## src/rtl/odesa_neuron_integrator.sv

```systemverilog
// Integrate-and-fire neuron: saturating membrane accumulator, threshold fire, refractory hold.
// Optional periodic leak is compiled in with the ODESA_NEURON_LEAK_EN macro.
module odesa_neuron_integrator #(
  parameter int p_sum_width     = 17,
  parameter int p_pot_width     = 20,
  parameter int p_leak_shift    = 4,
  parameter int p_refrac_cycles = 8
) (
  input  logic                   i_clk,
  input  logic                   i_rst,
  input  logic [p_sum_width-1:0] i_sum,
  input  logic                   i_sum_valid,
  output logic                   o_ready,
  input  logic [p_pot_width-1:0] i_threshold,
  input  logic                   i_tick,
  input  logic                   i_clear,
  output logic                   o_spike,
  output logic [p_pot_width-1:0] o_potential,
  output logic [15:0]            o_spike_cnt
);

  // state  | meaning
  // INTEG  | accepting sums, potential integrates (and leaks on tick when built)
  // REFRAC | post-fire hold: not ready, potential pinned at 0, counter runs down

  localparam int CNT_W = (p_refrac_cycles > 0) ? $clog2(p_refrac_cycles + 1) : 1;
  localparam logic [CNT_W-1:0]       REFRAC_LOAD = CNT_W'(p_refrac_cycles);
  localparam logic [p_pot_width-1:0] POT_MAX     = '1;

  typedef enum logic {
    INTEG  = 1'b0,
    REFRAC = 1'b1
  } state_t;

  state_t                 state, state_nxt;
  logic [CNT_W-1:0]       refrac_cnt, refrac_cnt_nxt;
  logic [p_pot_width-1:0] potential, potential_nxt;
  logic [p_pot_width-1:0] lp, np;
  logic [p_pot_width:0]   sum_wide;
  logic                   accept, fire;

  assign o_ready     = (state == INTEG) && !i_clear;
  assign accept      = i_sum_valid && o_ready;
  assign o_potential = potential;

`ifdef ODESA_NEURON_LEAK_EN
  assign lp = i_tick ? (potential - (potential >> p_leak_shift)) : potential;
`else
  logic unused_tick;
  assign unused_tick = i_tick;
  assign lp          = potential;
`endif

  // Leak first, then add; one extra bit catches overflow for saturation.
  assign sum_wide = {1'b0, lp} + {{(p_pot_width + 1 - p_sum_width){1'b0}}, i_sum};
  assign np       = sum_wide[p_pot_width] ? POT_MAX : sum_wide[p_pot_width-1:0];
  assign fire     = accept && (np >= i_threshold);

  always_comb begin
    state_nxt      = state;
    refrac_cnt_nxt = refrac_cnt;
    potential_nxt  = potential;
    if (i_clear) begin
      state_nxt      = INTEG;
      refrac_cnt_nxt = '0;
      potential_nxt  = '0;
    end else begin
      case (state)
        INTEG: begin
          if (fire) begin
            potential_nxt = '0;
            if (p_refrac_cycles > 0) begin
              state_nxt      = REFRAC;
              refrac_cnt_nxt = REFRAC_LOAD;
            end
          end else if (accept) begin
            potential_nxt = np;
          end else begin
            potential_nxt = lp;
          end
        end
        REFRAC: begin
          potential_nxt = '0;
          if (refrac_cnt <= CNT_W'(1)) begin
            state_nxt      = INTEG;
            refrac_cnt_nxt = '0;
          end else begin
            refrac_cnt_nxt = refrac_cnt - CNT_W'(1);
          end
        end
        default: begin
          state_nxt      = INTEG;
          refrac_cnt_nxt = '0;
          potential_nxt  = '0;
        end
      endcase
    end
  end

  always_ff @(posedge i_clk or posedge i_rst) begin
    if (i_rst) begin
      state       <= INTEG;
      refrac_cnt  <= '0;
      potential   <= '0;
      o_spike     <= 1'b0;
      o_spike_cnt <= '0;
    end else begin
      state      <= state_nxt;
      refrac_cnt <= refrac_cnt_nxt;
      potential  <= potential_nxt;
      // fire is already blocked during clear because o_ready drops
      o_spike    <= fire;
      if (i_clear) begin
        o_spike_cnt <= '0;
      end else if (fire) begin
        o_spike_cnt <= o_spike_cnt + 16'd1;
      end
    end
  end

endmodule

```

## config.mk

```make
export PLATFORM = sky130hd
export DESIGN_NAME = odesa_neuron_integrator
export DESIGN_NICKNAME = d
export VERILOG_FILES = /design/src/rtl/odesa_neuron_integrator.sv
export SDC_FILE = /design/constraint.sdc
export NUM_CORES = 1
export LEC_CHECK = 0
export ABC_AREA = 0
export CAP_MARGIN = 20
export CORE_MARGIN = 2
export CORE_UTILIZATION = 40
export CTS_BUF_LIST = sky130_fd_sc_hd__clkbuf_8
export DETAILED_ROUTE_END_ITERATION = 16
export PLACE_DENSITY = 0.65
export SYNTH_ARGS = -nofsm -noshare
export SYNTH_HDL_FRONTEND = slang
export SYNTH_SLANG_ARGS = --single-unit
```

## constraint.sdc

```tcl
create_clock -name i_clk -period 9.8 [get_ports i_clk]
set_input_delay 1.96 -clock i_clk [delete_from_list [all_inputs] [get_ports i_clk]]
set_output_delay 1.96 -clock i_clk [all_outputs]
set_load 0.02 [all_outputs]
```

# Word-level counts from Yosys, hierarchy flattened
# Index checks and enable logic that the tools add are counted.
[classes] div_mod_pow=0 n_addsub=3 magnitude_cmp=2 n_eq_ne=2 shifts=0 n_mux=15 mul=0 bitwise=1 n_reduce_logical=5
[op_table] op="$mux 20" n=4
[op_table] op="$pmux 20 s2" n=1
[op_table] op="$mux 16" n=2
[op_table] op="$add 20x17->21" n=1
[op_table] op="$ge 20x20->1" n=1
[op_table] op="$add 16x1->16 const B" n=1
[op_table] op="$mux 4" n=3
[op_table] op="$pmux 4 s2" n=1
[op_table] op="$le 4x1->1 const B" n=1
[op_table] op="$ne 4x4->1 const B" n=1
[op_table] op="$sub 4x1->4 const B" n=1
[op_table] op="$logic_and 1x1->1" n=3
[op_table] op="$mux 1" n=3
[op_table] op="$ne 3x3->1 const B" n=1
[op_table] op="$pmux 1 s2" n=1
[op_table] op="$reduce_bool 2->1" n=1
[op_table] op="$logic_not 1->1" n=1
[op_table] op="$not 1->1" n=1
[word_totals] ram_bits=0 mem_count=0 wordCells=33 regBits=42 mem_bits_ro=0 latchBits=0 out_inout_bits=38

# Logic depth before layout (Yosys ltp)
# Gate-level depths: netlist of the first run.
[depth] word_depth=7 depth_mapped=20 ltp_nobuf=18

# Least setup slack after synthesis of the first run
# Ideal clock, no wire load.
[synth_path] path_kind="input to register" startpoint="input port i_sum[0]" endpoint="register potential[18], in the netlist o_potential[18]" t_arrival_ns=5.760 setup_slack_ns=3.946 path_stages=17 n_path_buf=1 setup_ns=0.094 t_required_ns=9.706 path_cell_list="ha_1 fa_1 a21o_1 a31oi_1 o31a_2 o41ai_4 and2_2 mux2_2 ha_1 a21oi_1 nand2_1 a221oi_1 o311ai_2 nor2_1 clkbuf_1 nor2_1 a211oi_1"
[synth_between] elab_chain_len=7 elab_cells_between_ends=9 cone_classes="1 x add/sub; 1 x order compare; 1 x eq/ne; 5 x mux; 1 x reduce/logical"
[synth_lines] item="start, declared" line_no="11" text="input logic [p_sum_width-1:0] i_sum,"
[synth_lines] item="$add 20x17->21 *" line_no="55" text="assign sum_wide = {1'b0, lp} + {{(p_pot_width + 1 - p_sum_width){1'b0}}, i_sum};"
[synth_lines] item="$mux 20 *" line_no="56" text="assign np = sum_wide[p_pot_width] ? POT_MAX : sum_wide[p_pot_width-1:0];"
[synth_lines] item="$ge 20x20->1" line_no="57" text="assign fire = accept && (np >= i_threshold);"
[synth_lines] item="$logic_and 1x1->1" line_no="57"
[synth_lines] item="$mux 20" line_no="70" text="if (fire) begin"
[synth_lines] item="$pmux 20 s2" line_no="68" text="case (state)"
[synth_lines] item="$mux 20" line_no="63" text="if (i_clear) begin"
[synth_lines] item="end signal, assigned" line_no="110" text="potential <= potential_nxt;"
[synth_lines] item="end, declared" line_no="37" text="logic [p_pot_width-1:0] potential, potential_nxt;"
# Mark *: on every way between the ends. The rest lies on a longest branch, timed or not. The select of a mux whose other input is x is not followed.
# A chain may end at the register's enable or synchronous reset.

# Final worst setup path of the first run
# Ends and elaborated chain as after synthesis.

==> summary.md, run 1 <==
| Metric | Value |
|---|---|
| Worst Max-Slew Pin Slew | `0.991 ns` |
| Nature of the critical path endpoint | `flop` |
| Placed Cells incl. Taps | `567` |
| Clock Tree Root | `clkbuf_8` |
| Crit-path cells | `clkdlybuf4s50_1 -> ha_1 -> fa_1 -> a21o_1 -> a31oi_1 -> o31a_2 -> o41ai_4 -> and2_2 -> mux2_2 -> ha_1 -> a21oi_1 -> nand2_1 -> a221oi_1 -> o311ai_2 -> nor2_2 -> nor2_1 -> a211oi_1` |
| Max incr delay on CP | `0.87 ns` |
| Unrepaired setup endpoints after global routing | `no` |
| Setup violators final | `0` |
| Initial antenna violation count | `0` |
| DR vias | `3155` |
| Psw | `287 µW` |
| Seq pwr share | `0.303` |
| Row count | `33` |
| Post-layout minimum cycle time | `7.15 ns` |
| DRC violations left | `0` |
| Non-filler cells, final | `575` |
| Status | `complete, no violations` |
| Finished Core Util | `0.530` |
| CP dominant cell by count | `ha_1` |
| Die area | `9160 µm²` |
| Post-synthesis sequential area ratio | `0.312` |
| TritonCTS clock tree | `done` |
| Number of CTS-inserted buffers | `5` |
| CTS clk-pin slew, worst paths | `0.10 ns` |
| Number of global-route vias before repair | `3151` |
| Main synth FF type | `dfrtp_1` |
| Vias per cell | `5.49` |
| Synth Cell Area | `3360 µm²` |
| Worst-path fanout max | `21` |
| Syn Inst Count | `394` |
| Final hold vios | `0` |
| Comb power frac | `0.514` |
| Arrival @ worst endpoint | `7.37 ns` |
| Slew margin rel. | `0.339` |
| # diodes | `0` |
| Power Density | `158 nW/µm²` |
| Bufs and invs on worst path | `1` |
| Worst hold path class | `flop to flop` |
| Pleak | `2.01 nW` |
| VDD IR max | `0.0000584 V` |
| I/O Buffers | `78` |
| Die H | `95.7 µm` |
| Cell with the largest stage delay on the worst path | `nor2_2` |
| Post-synth EDFFs | `0` |
| YS warnings | `0` |
| Max cap viols | `0` |
| First-pass GRT wire length | `14700 µm` |
| Core Area | `8180 µm²` |
| Clock sink count | `42` |
| Clock Power Share | `0.183` |
| Final setup skew | `0.0121 ns` |
| FMAX | `140 MHz` |
| I/O Pins | `80` |
| Gr usage total | `0.202` |
| GPL Wtd Cong | `0.892` |
| Largest net degree at the start of global routing | `43` |
| Filler cells | `794` |
| Fin nets | `552` |
| WL final | `8880 µm` |
| Fin crit share | `0.729` |
| Total congestion overflow | `0` |
| Worst Setup Path Type | `input port to flop` |
| Post-CTS setup buffer count | `0` |
| Synth Net Count | `477` |
| Worst R2R Setup Slack | `4.44 ns` |
| Detailed placement HPWL | `6720 µm` |
| Area growth syn-to-layout | `28.9%` |
| Slew Viols, Final | `0` |
| Clock buffer depth | `2` |
| Routed wire per std cell | `15.4 µm` |
| CP top delay family | `compound AO/OA/AOI/OAI gates` |
| Initial Util | `0.412` |
| TritonRoute pass-1 iters | `4` |
| Worst hold slack | `0.531 ns` |
| Synth unique cells | `54` |
| ANT nets after route | `0` |
| Ys async rst share | `1.00` |
| Die width | `95.7 µm` |
| Power, Total | `683 µW` |
| Fin Setup TNS | `0 ns` |
| Synthesized flop and latch total | `42` |
| CTS hold repair buffers | `0` |
| Post_cts resized | `0` |
| Int Pwr | `396 µW` |
| H-Tree Depth | `2` |
| Post-Syn Area per Cell | `8.54 µm²` |
| Critical Path Start Type | `input port` |
| Starting DRC count in detailed routing | `114` |
| Worst Path Required | `10.02 ns` |
| Worst-skew pair later-pin latency | `0.31 ns` |
| Layout cell share with drive strength beyond 1 | `0.0553` |
| Switching Share | `0.420` |
[layer usage]
layer  up-vias  track usage  part of all wire  wire length, µm
li1       1562            -                 -                -
met1      1501        0.282              0.46             4120
met2        86        0.332              0.47             4220
met3         6       0.0298             0.055              487
met4         0       0.0464            0.0064               57
met5         -            0                 0                0
[layout make-up]
class,count,area (µm²),share of cell area
well taps,105,131,0.0303
clock inverters,3,26.3,0.00606
clock buffers,5,68.8,0.0159
inverters,30,113,0.0260
repair buffers,79,788,0.182
flip-flops and latches,42,1050,0.242
multi-input cells,311,2160,0.498
[worst register-to-register path, delay by kind of cell (launching register included)]
kind,cells,cell delay (ns)
adders and majority gates,3,0.74
muxes,1,0.34
and+or+nand+nor,4,1.41
AOI/OAI and AO/OA,8,2.40
DFF,1,0.39
[cell families after synthesis]
group / after synthesis / synth area share
buffers and inverters: 41 / 0.0506
adder cells (fa/ha/maj): 41 / 0.155
AO/OA/AOI/OAI: 106 / 0.216
AND/OR/NAND/NOR: 138 / 0.198
flip-flops: 42 / 0.312
XOR/XNOR: 25 / 0.0651
multiplexers: 1 / 0.00335
[layout by cell type (no fill, tap or decap), types with 3 or more instances in the layout]
master	n
or3_1	3
xor2_1	13
a21oi_1	34
inv_1	30
nand4_1	11
a22o_1	16
o21a_1	5
a31oi_1	3
clkbuf_8	5
dfrtp_1	42
clkdlybuf4s50_1	78
a21o_1	4
inv_6	3
ha_1	40
nor2_1	30
xnor2_1	12
nor3_1	9
nand2_1	50
nand3_1	14
o21ai_0	22
[cells in the mapped netlist, types with 10 or more instances]
library cell | n | area share
a21oi_1 | 34 | 0.051
ha_1 | 40 | 0.15
nand4_1 | 11 | 0.020
dfrtp_1 | 42 | 0.31
o21ai_0 | 22 | 0.033
a22o_1 | 16 | 0.042
nor3_1 | 10 | 0.015
inv_1 | 30 | 0.033
nor2_1 | 31 | 0.035
nand2_1 | 50 | 0.056
xnor2_1 | 12 | 0.031
nand3_1 | 14 | 0.021
xor2_1 | 13 | 0.034
[registers in the layout (all words and copies together), names as in the netlist]
register     flops
o_spike          1
o_spike_cnt     16
o_potential     20
refrac_cnt       4
state            1
[power groups by stage]
stage / combinational [mW] / clock, mW / sequential [mW]
after floorplan: 0.225 / 0 / 0.225
after global placement: 0.341 / 0 / 0.210
after detailed placement: 0.349 / 0 / 0.211
after CTS: 0.351 / 0.130 / 0.207
after global routing: 0.393 / 0.137 / 0.209
final: 0.351 / 0.125 / 0.207
[final timing paths]
check	from	end	cells past startpoint
setup / recovery	i_sum[0]	o_potential[18]$_DFFE_PP0P_	17
hold / removal	o_spike_cnt[10]$_DFFE_PP0P_	o_spike_cnt[10]$_DFFE_PP0P_	1
setup reg to reg	o_potential[0]$_DFFE_PP0P_	o_potential[18]$_DFFE_PP0P_	16
hold reg to reg	o_spike_cnt[10]$_DFFE_PP0P_	o_spike_cnt[10]$_DFFE_PP0P_	1
max in group asynchronous	i_rst	o_potential[3]$_DFFE_PP0P_	3
min in group asynchronous	i_rst	o_spike_cnt[4]$_DFFE_PP0P_	3
[through the flow]
stage | setup slack (ns) | instance area [µm²]
final | 2.65 | 4340
after global placement | 2.39 | 4240
after floorplan | 3.95 | 3360
after global routing | 2.30 | 4340
after detailed placement | 2.33 | 4240
after CTS | 2.64 | 4340
Note: power is estimated with default switching activity, not from simulation.
==> inputs of run 2 (changes only) <==
==> constraint.sdc (replaced) <==
create_clock -name i_clk -period 7.1 [get_ports i_clk]
set_input_delay 1.42 -clock i_clk [delete_from_list [all_inputs] [get_ports i_clk]]
set_output_delay 1.42 -clock i_clk [all_outputs]
set_load 0.02 [all_outputs]
==> summary.md, run 2 (same netlist as run 1, synthesis figures left out) <==
| Metric | Value |
|---|---|
| Worst Max-Slew Pin Slew | `0.910 ns (was 0.991 ns)` |
| Area growth syn-to-layout | `29.8% (was 28.9%)` |
| Detailed placement HPWL | `6670 µm (was 6720 µm)` |
| Comb power frac | `0.499 (was 0.514)` |
| Critical Path Start Type | `input port (unchanged)` |
| Number of CTS-inserted buffers | `5 (unchanged)` |
| Worst hold slack | `0.529 ns (was 0.531 ns)` |
| Vias per cell | `5.49 (about the same)` |
| First-pass GRT wire length | `14300 µm (was 14700 µm)` |
| Worst-path fanout max | `7 (was 21)` |
| Clock Power Share | `0.206 (was 0.183)` |
| Routed wire per std cell | `15.0 µm (was 15.4 µm)` |
| Fin crit share | `0.867` |
| Worst-skew pair later-pin latency | `0.31 ns (about the same)` |
| Seq pwr share | `0.295 (was 0.303)` |
| CTS clk-pin slew, worst paths | `0.10 ns (about the same)` |
| Gr usage total | `0.197 (was 0.202)` |
| Initial Util | `0.412 (unchanged)` |
| Number of global-route vias before repair | `3131 (was 3151)` |
| VDD IR max | `0.0000923 V (was 0.0000584 V)` |
| Fin nets | `555 (was 552)` |
| Slew Viols, Final | `0 (unchanged)` |
| CTS hold repair buffers | `0 (unchanged)` |
| Placed Cells incl. Taps | `570 (was 567)` |
| TritonCTS clock tree | `done (unchanged)` |
| Worst hold path class | `flop to flop (unchanged)` |
| Total congestion overflow | `0 (unchanged)` |
| Die area | `9160 µm² (unchanged)` |
| Nature of the critical path endpoint | `flop (unchanged)` |
| Slew margin rel. | `0.385 (was 0.339)` |
| I/O Pins | `80 (unchanged)` |
| Starting DRC count in detailed routing | `106 (was 114)` |
| Post-CTS setup buffer count | `0 (unchanged)` |
| Largest net degree at the start of global routing | `43 (unchanged)` |
| Non-filler cells, final | `578 (was 575)` |
| DR vias | `3174 (was 3155)` |
| TritonRoute pass-1 iters | `4 (unchanged)` |
| Most frequent cells in the layout | `78 x clkdlybuf4s50_1, 50 x nand2_1, 42 x dfrtp_1 (unchanged)` |
| H-Tree Depth | `2 (unchanged)` |
| Arrival @ worst endpoint | `6.38 ns (was 7.37 ns)` |
| DRC violations left | `0 (unchanged)` |
| Post-layout minimum cycle time | `6.16 ns` |
| Switching Share | `0.400 (was 0.420)` |
| Layout cell share with drive strength beyond 1 | `0.0592 (was 0.0553)` |
| Final hold vios | `0 (unchanged)` |
| Worst Path Required | `7.32 ns (was 10.02 ns)` |
| Worst Setup Path Type | `input port to flop (unchanged)` |
| FMAX | `162 MHz` |
| Max cap viols | `0 (unchanged)` |
| # diodes | `0 (unchanged)` |
| Most common cell after layout, fill and taps aside | `clkdlybuf4s50_1 (unchanged)` |
| Die width | `95.7 µm (unchanged)` |
| Setup violators final | `0 (unchanged)` |
| Core Area | `8180 µm² (unchanged)` |
| Largest register FFs | `20 (unchanged)` |
| GPL Wtd Cong | `0.893 (was 0.892)` |
| Final setup skew | `0.0123 ns (was 0.0121 ns)` |
| Row count | `33 (unchanged)` |
| Psw | `387 µW (was 287 µW)` |
| Fin Setup TNS | `0 ns (unchanged)` |
| Power Density | `221 nW/µm² (was 158 nW/µm²)` |
| ANT nets after route | `0 (unchanged)` |
| Die H | `95.7 µm (unchanged)` |
| WL final | `8690 µm (was 8880 µm)` |
| Int Pwr | `580 µW (was 396 µW)` |
| Post_cts resized | `0 (unchanged)` |
| Pleak | `2.03 nW (was 2.01 nW)` |
| Unrepaired setup endpoints after global routing | `no (unchanged)` |
| Pre-CTS setup slack | `0.634 ns (was 2.33 ns)` |
| Clock Tree Root | `clkbuf_8 (unchanged)` |
| Clock sink count | `42 (unchanged)` |
| Initial antenna violation count | `0 (unchanged)` |
| I/O Buffers | `78 (unchanged)` |
| Setup WS post-layout | `0.942 ns (was 2.65 ns)` |
| Clock buffer depth | `2 (unchanged)` |
| Status | `complete, no violations (unchanged)` |
[run 2: cell types whose count changed in the layout (fill, tap and decap cells not counted)]
cell        delta
inv_6          -3
nor3_4         -1
nor2_2         -1
nor2_1         +1
nor3_2         +1
bufinv_16      +1
clkinvlp_4     +2
buf_4          +3
[run 2: power by group through the flow]
| stage | registers [mW] | clock network [mW] | logic (mW) |
|---|---|---|---|
| after floorplan | 0.311 | 0 | 0.311 |
| after global placement | 0.290 | 0 | 0.473 |
| after detailed placement | 0.291 | 0 | 0.482 |
| after CTS | 0.286 | 0.204 | 0.484 |
| after global routing | 0.289 | 0.215 | 0.544 |
| final | 0.286 | 0.199 | 0.482 |
[run 2: path summary, 6_finish.rpt]
check | from | to | slack (ns) | depth (start not counted)
min in group asynchronous | i_rst | o_spike_cnt[5]$_DFFE_PP0P_ | 1.55 | 3
setup reg to reg | o_potential[0]$_DFFE_PP0P_ | o_spike_cnt[8]$_DFFE_PP0P_ | 2.17 | 16
setup / recovery | i_sum[0] | o_spike_cnt[8]$_DFFE_PP0P_ | 0.94 | 17
hold / removal | o_spike_cnt[15]$_DFFE_PP0P_ | o_spike_cnt[15]$_DFFE_PP0P_ | 0.53 | 2
hold reg to reg | o_spike_cnt[15]$_DFFE_PP0P_ | o_spike_cnt[15]$_DFFE_PP0P_ | 0.53 | 2
max in group asynchronous | i_rst | o_potential[14]$_DFFE_PP0P_ | 5.14 | 3
[run 2: layout make-up]
cell class | count | area, µm²
fill | 781 | 3810
multi-input combinational | 311 | 2150
timing repair buffer | 82 | 811
clock buffer | 5 | 68.8
inverter | 30 | 113
sequential | 42 | 1050
clock inverter | 3 | 45.0
tap | 105 | 131
[run 2: critical path: stages]
cell and delay (ns):
clkdlybuf4s50_1 0.49, ha_1 0.21, fa_1 0.23, a21o_1 0.16
a31oi_1 0.14, o31a_2 0.41, o41ai_4 0.44, and2_2 0.24
mux2_2 0.33, ha_1 0.33, nand4_1 0.10, nor3_1 0.28
inv_1 0.10, o311ai_2 0.58, nand4_1 0.24, or3b_2 0.50
a21oi_1 0.15
[run 2: through the flow]
step / util / instance area (µm²) / total power, mW
finish: 0.534 / 4370 / 0.967
global route: 0.534 / 4370 / 1.05
CTS: 0.534 / 4370 / 0.975
detailed placement: 0.520 / 4250 / 0.773
global placement: 0.520 / 4250 / 0.763
floorplan: - / 3360 / 0.622
[run 2: metal layers]
metal / share of wire / global-route usage
met2: 0.47 / 0.329
met3: 0.056 / 0.0360
met5: 0 / 0
met1: 0.46 / 0.264
met4: 0.012 / 0.0488
==> inputs of run 3 (changes only) <==
--- a/config.mk
+++ b/config.mk
@@ -7,11 +7,13 @@
 export LEC_CHECK = 0
 export ABC_AREA = 0
 export CAP_MARGIN = 20
+export CELL_PAD_IN_SITES_DETAIL_PLACEMENT = 0
+export CELL_PAD_IN_SITES_GLOBAL_PLACEMENT = 1
 export CORE_MARGIN = 2
-export CORE_UTILIZATION = 40
+export CORE_UTILIZATION = 38
 export CTS_BUF_LIST = sky130_fd_sc_hd__clkbuf_8
 export DETAILED_ROUTE_END_ITERATION = 16
-export PLACE_DENSITY = 0.65
+export PLACE_DENSITY = 0.8
 export SYNTH_ARGS = -nofsm -noshare
 export SYNTH_HDL_FRONTEND = slang
 export SYNTH_SLANG_ARGS = --single-unit
==> summary.md, run 3 (same netlist as run 1, synthesis figures left out) <==
| Metric | Value |
|---|---|
| Filler cells | `834 (was 781)` |
| Worst Path Required | `7.32 ns (about the same)` |
| TritonCTS clock tree | `done (unchanged)` |
| FMAX | `160 MHz (was 162 MHz)` |
| First-pass GRT wire length | `14400 µm (was 14300 µm)` |
| CP top delay family | `compound AO/OA/AOI/OAI gates (unchanged)` |
| Arrival @ worst endpoint | `6.47 ns (was 6.38 ns)` |
| Multi-input combinational cell area | `2150 µm² (unchanged)` |
| Post-layout minimum cycle time | `6.25 ns (was 6.16 ns)` |
| DR WL met2 | `3840 µm (was 4060 µm)` |
| Most frequent cells in the layout | `78 x clkdlybuf4s50_1, 50 x nand2_1, 42 x dfrtp_1 (unchanged)` |
| Crit-path cells | `clkdlybuf4s50_1 -> ha_1 -> fa_1 -> a21o_1 -> a31oi_1 -> o31a_2 -> o41ai_4 -> and2_2 -> mux2_2 -> ha_1 -> nand4_1 -> nor3_1 -> inv_1 -> o311ai_2 -> nand4_1 -> or3b_2 -> a21oi_1 (unchanged)` |
| Cell with the largest stage delay on the worst path | `o311ai_2 (unchanged)` |
| Slew margin rel. | `0.497 (was 0.385)` |
| Nature of the critical path endpoint | `flop (unchanged)` |
| Total congestion overflow | `0 (unchanged)` |
| Highest metal used | `met4 (unchanged)` |
| Worst Setup Path Type | `input port to flop (unchanged)` |
| Power, Total | `932 µW (was 967 µW)` |
| Status | `complete, no violations (unchanged)` |
| Clock buffer depth | `2 (unchanged)` |
| Critical Path Start Type | `input port (unchanged)` |
| CTS clk-pin slew, worst paths | `0.09 ns (was 0.10 ns)` |
| FF-to-FF path depth | `15 (was 16)` |
| Clock Power Share | `0.178 (was 0.206)` |
| Largest net degree at the start of global routing | `43 (unchanged)` |
| Clock sink count | `42 (unchanged)` |
| DR vias | `3097 (was 3174)` |
| CTS hold repair buffers | `0 (unchanged)` |
| Crit path depth | `17 (unchanged)` |
| Post-CTS setup buffer count | `0 (unchanged)` |
| Layout cell share with drive strength beyond 1 | `0.0612 (was 0.0592)` |
| Row count | `34 (was 33)` |
| Critical path capture point | `o_spike_cnt[8]$_DFFE_PP0P_ (unchanged)` |
| Most common cell after layout, fill and taps aside | `clkdlybuf4s50_1 (unchanged)` |
| Die width | `98.1 µm (was 95.7 µm)` |
| Number of CTS-inserted buffers | `5 (unchanged)` |
| Unrepaired setup endpoints after global routing | `no (unchanged)` |
| Worst R2R Start | `o_potential[10]$_DFFE_PP0P_ (was o_potential[0]$_DFFE_PP0P_)` |
| ANT nets after route | `0 (unchanged)` |
| FF+latch area | `1050 µm² (unchanged)` |
| Final hold vios | `0 (unchanged)` |
| Setup violators final | `0 (unchanged)` |
| Int Pwr | `545 µW (was 580 µW)` |
| Number of global-route vias before repair | `2965 (was 3131)` |
| I/O Buffers | `78 (unchanged)` |
| Met3 WL | `314 µm (was 490 µm)` |
| Worst Max-Slew Pin Slew | `0.753 ns (was 0.910 ns)` |
| Die H | `98.1 µm (was 95.7 µm)` |
| Worst-path fanout max | `7 (unchanged)` |
| Gr usage total | `0.181 (was 0.197)` |
| Clock Tree Root | `clkbuf_8 (unchanged)` |
| Power Density | `214 nW/µm² (was 221 nW/µm²)` |
| Worst hold path class | `flop to flop (unchanged)` |
| Post_cts resized | `0 (unchanged)` |
| Max incr delay on CP | `0.60 ns (was 0.58 ns)` |
| WL final | `8600 µm (was 8690 µm)` |
| Core Area | `8640 µm² (was 8180 µm²)` |
| Worst R2R Setup Slack | `2.04 ns (was 2.17 ns)` |
| VDD IR max | `0.0000932 V (was 0.0000923 V)` |
| Area growth syn-to-layout | `29.4% (was 29.8%)` |
| Fin Setup TNS | `0 ns (unchanged)` |
| Vias per cell | `5.32 (was 5.49)` |
| Slew Viols, Final | `0 (unchanged)` |
| Pleak | `2.02 nW (was 2.03 nW)` |
| Routed wire per std cell | `14.8 µm (was 15.0 µm)` |
| H-Tree Depth | `2 (unchanged)` |
| Switching Share | `0.416 (was 0.400)` |
| DRC violations left | `0 (unchanged)` |
| Starting DRC count in detailed routing | `111 (was 106)` |
| TritonRoute pass-1 iters | `4 (unchanged)` |
| Initial antenna violation count | `0 (unchanged)` |
| Met1 WL | `4370 µm (was 4040 µm)` |
| Fin nets | `556 (was 555)` |
| GPL Wtd Cong | `0.829 (was 0.893)` |
| Largest register FFs | `20 (unchanged)` |
| Seq pwr share | `0.304 (was 0.295)` |
| Worst r2r dst | `o_spike_cnt[8]$_DFFE_PP0P_ (unchanged)` |
| Crit path from | `i_sum[0] (unchanged)` |
| # diodes | `0 (unchanged)` |
| Bufs and invs on worst path | `2 (unchanged)` |
| Fin crit share | `0.880 (was 0.867)` |
| Die area | `9620 µm² (was 9160 µm²)` |
| Psw | `388 µW (was 387 µW)` |
| I/O Pins | `80 (unchanged)` |
| Comb power frac | `0.518 (was 0.499)` |
| Detailed placement HPWL | `6460 µm (was 6670 µm)` |
| HP Start | `o_potential[0]$_DFFE_PP0P_ (was o_spike_cnt[15]$_DFFE_PP0P_)` |
| Worst-skew pair later-pin latency | `0.31 ns (about the same)` |
| Max cap viols | `0 (unchanged)` |
| Initial Util | `0.390 (was 0.412)` |
| Final setup skew | `0.0100 ns (was 0.0123 ns)` |
## run 3: cell types whose count changed in the layout (fill, tap and decap cells not counted)
cell	delta
clkinv_2	+1
clkinv_4	+1
clkbuf_2	+1
clkinvlp_4	-1
bufinv_16	-1
## run 3: power groups by stage
stage | clock network, mW | registers (mW) | logic, mW
after global routing | 0.184 | 0.288 | 0.539
after detailed placement | 0 | 0.289 | 0.482
after floorplan | 0 | 0.311 | 0.311
after CTS | 0.173 | 0.284 | 0.484
final | 0.166 | 0.284 | 0.483
after global placement | 0 | 0.288 | 0.473
## run 3: how the worst min path moves through the flow
stage	to	slack, ns	depth (start not counted)
after floorplan	refrac_cnt[0]$_DFFE_PP0P_	0.50	1
after global placement	o_potential[0]$_DFFE_PP0P_	0.52	2
after detailed placement	o_spike_cnt[15]$_DFFE_PP0P_	0.52	2
after CTS	o_spike_cnt[15]$_DFFE_PP0P_	0.54	2
after global routing	o_spike_cnt[10]$_DFFE_PP0P_	0.56	1
final	o_potential[0]$_DFFE_PP0P_	0.54	2
## run 3: routing by layer
layer	vias to the layer above	track usage
met4	0	0.0363
met5	-	0
met2	59	0.282
met3	8	0.0265
li1	1567	-
met1	1463	0.269
## run 3: tightest hold or removal path: stages, from the launching register on
cell and delay [ns]:
dfrtp_1 0.38, nand2_1 0.06, o21ai_0 0.06
## run 3: cell type report
class | instances | share of cell area
clock buffer | 5 | 0.0158
clock inverter | 3 | 0.00489
inverter | 30 | 0.0259
multi-input combinational | 311 | 0.494
sequential | 42 | 0.241
tap | 108 | 0.0310
timing repair buffer | 83 | 0.187
## run 3: per-stage QoR
step | hold slack, ns | setup slack (ns) | util | area (µm²) | std cells
after global routing | 0.562 | 0.394 | 0.504 | 4350 | 582
final | 0.535 | 0.849 | 0.504 | 4350 | 582
after detailed placement | 0.519 | 0.551 | 0.493 | 4260 | 573
after floorplan | 0.496 | 1.79 | - | 3360 | 394
after global placement | 0.517 | 0.589 | 0.493 | 4260 | 573
after CTS | 0.543 | 0.842 | 0.503 | 4350 | 581
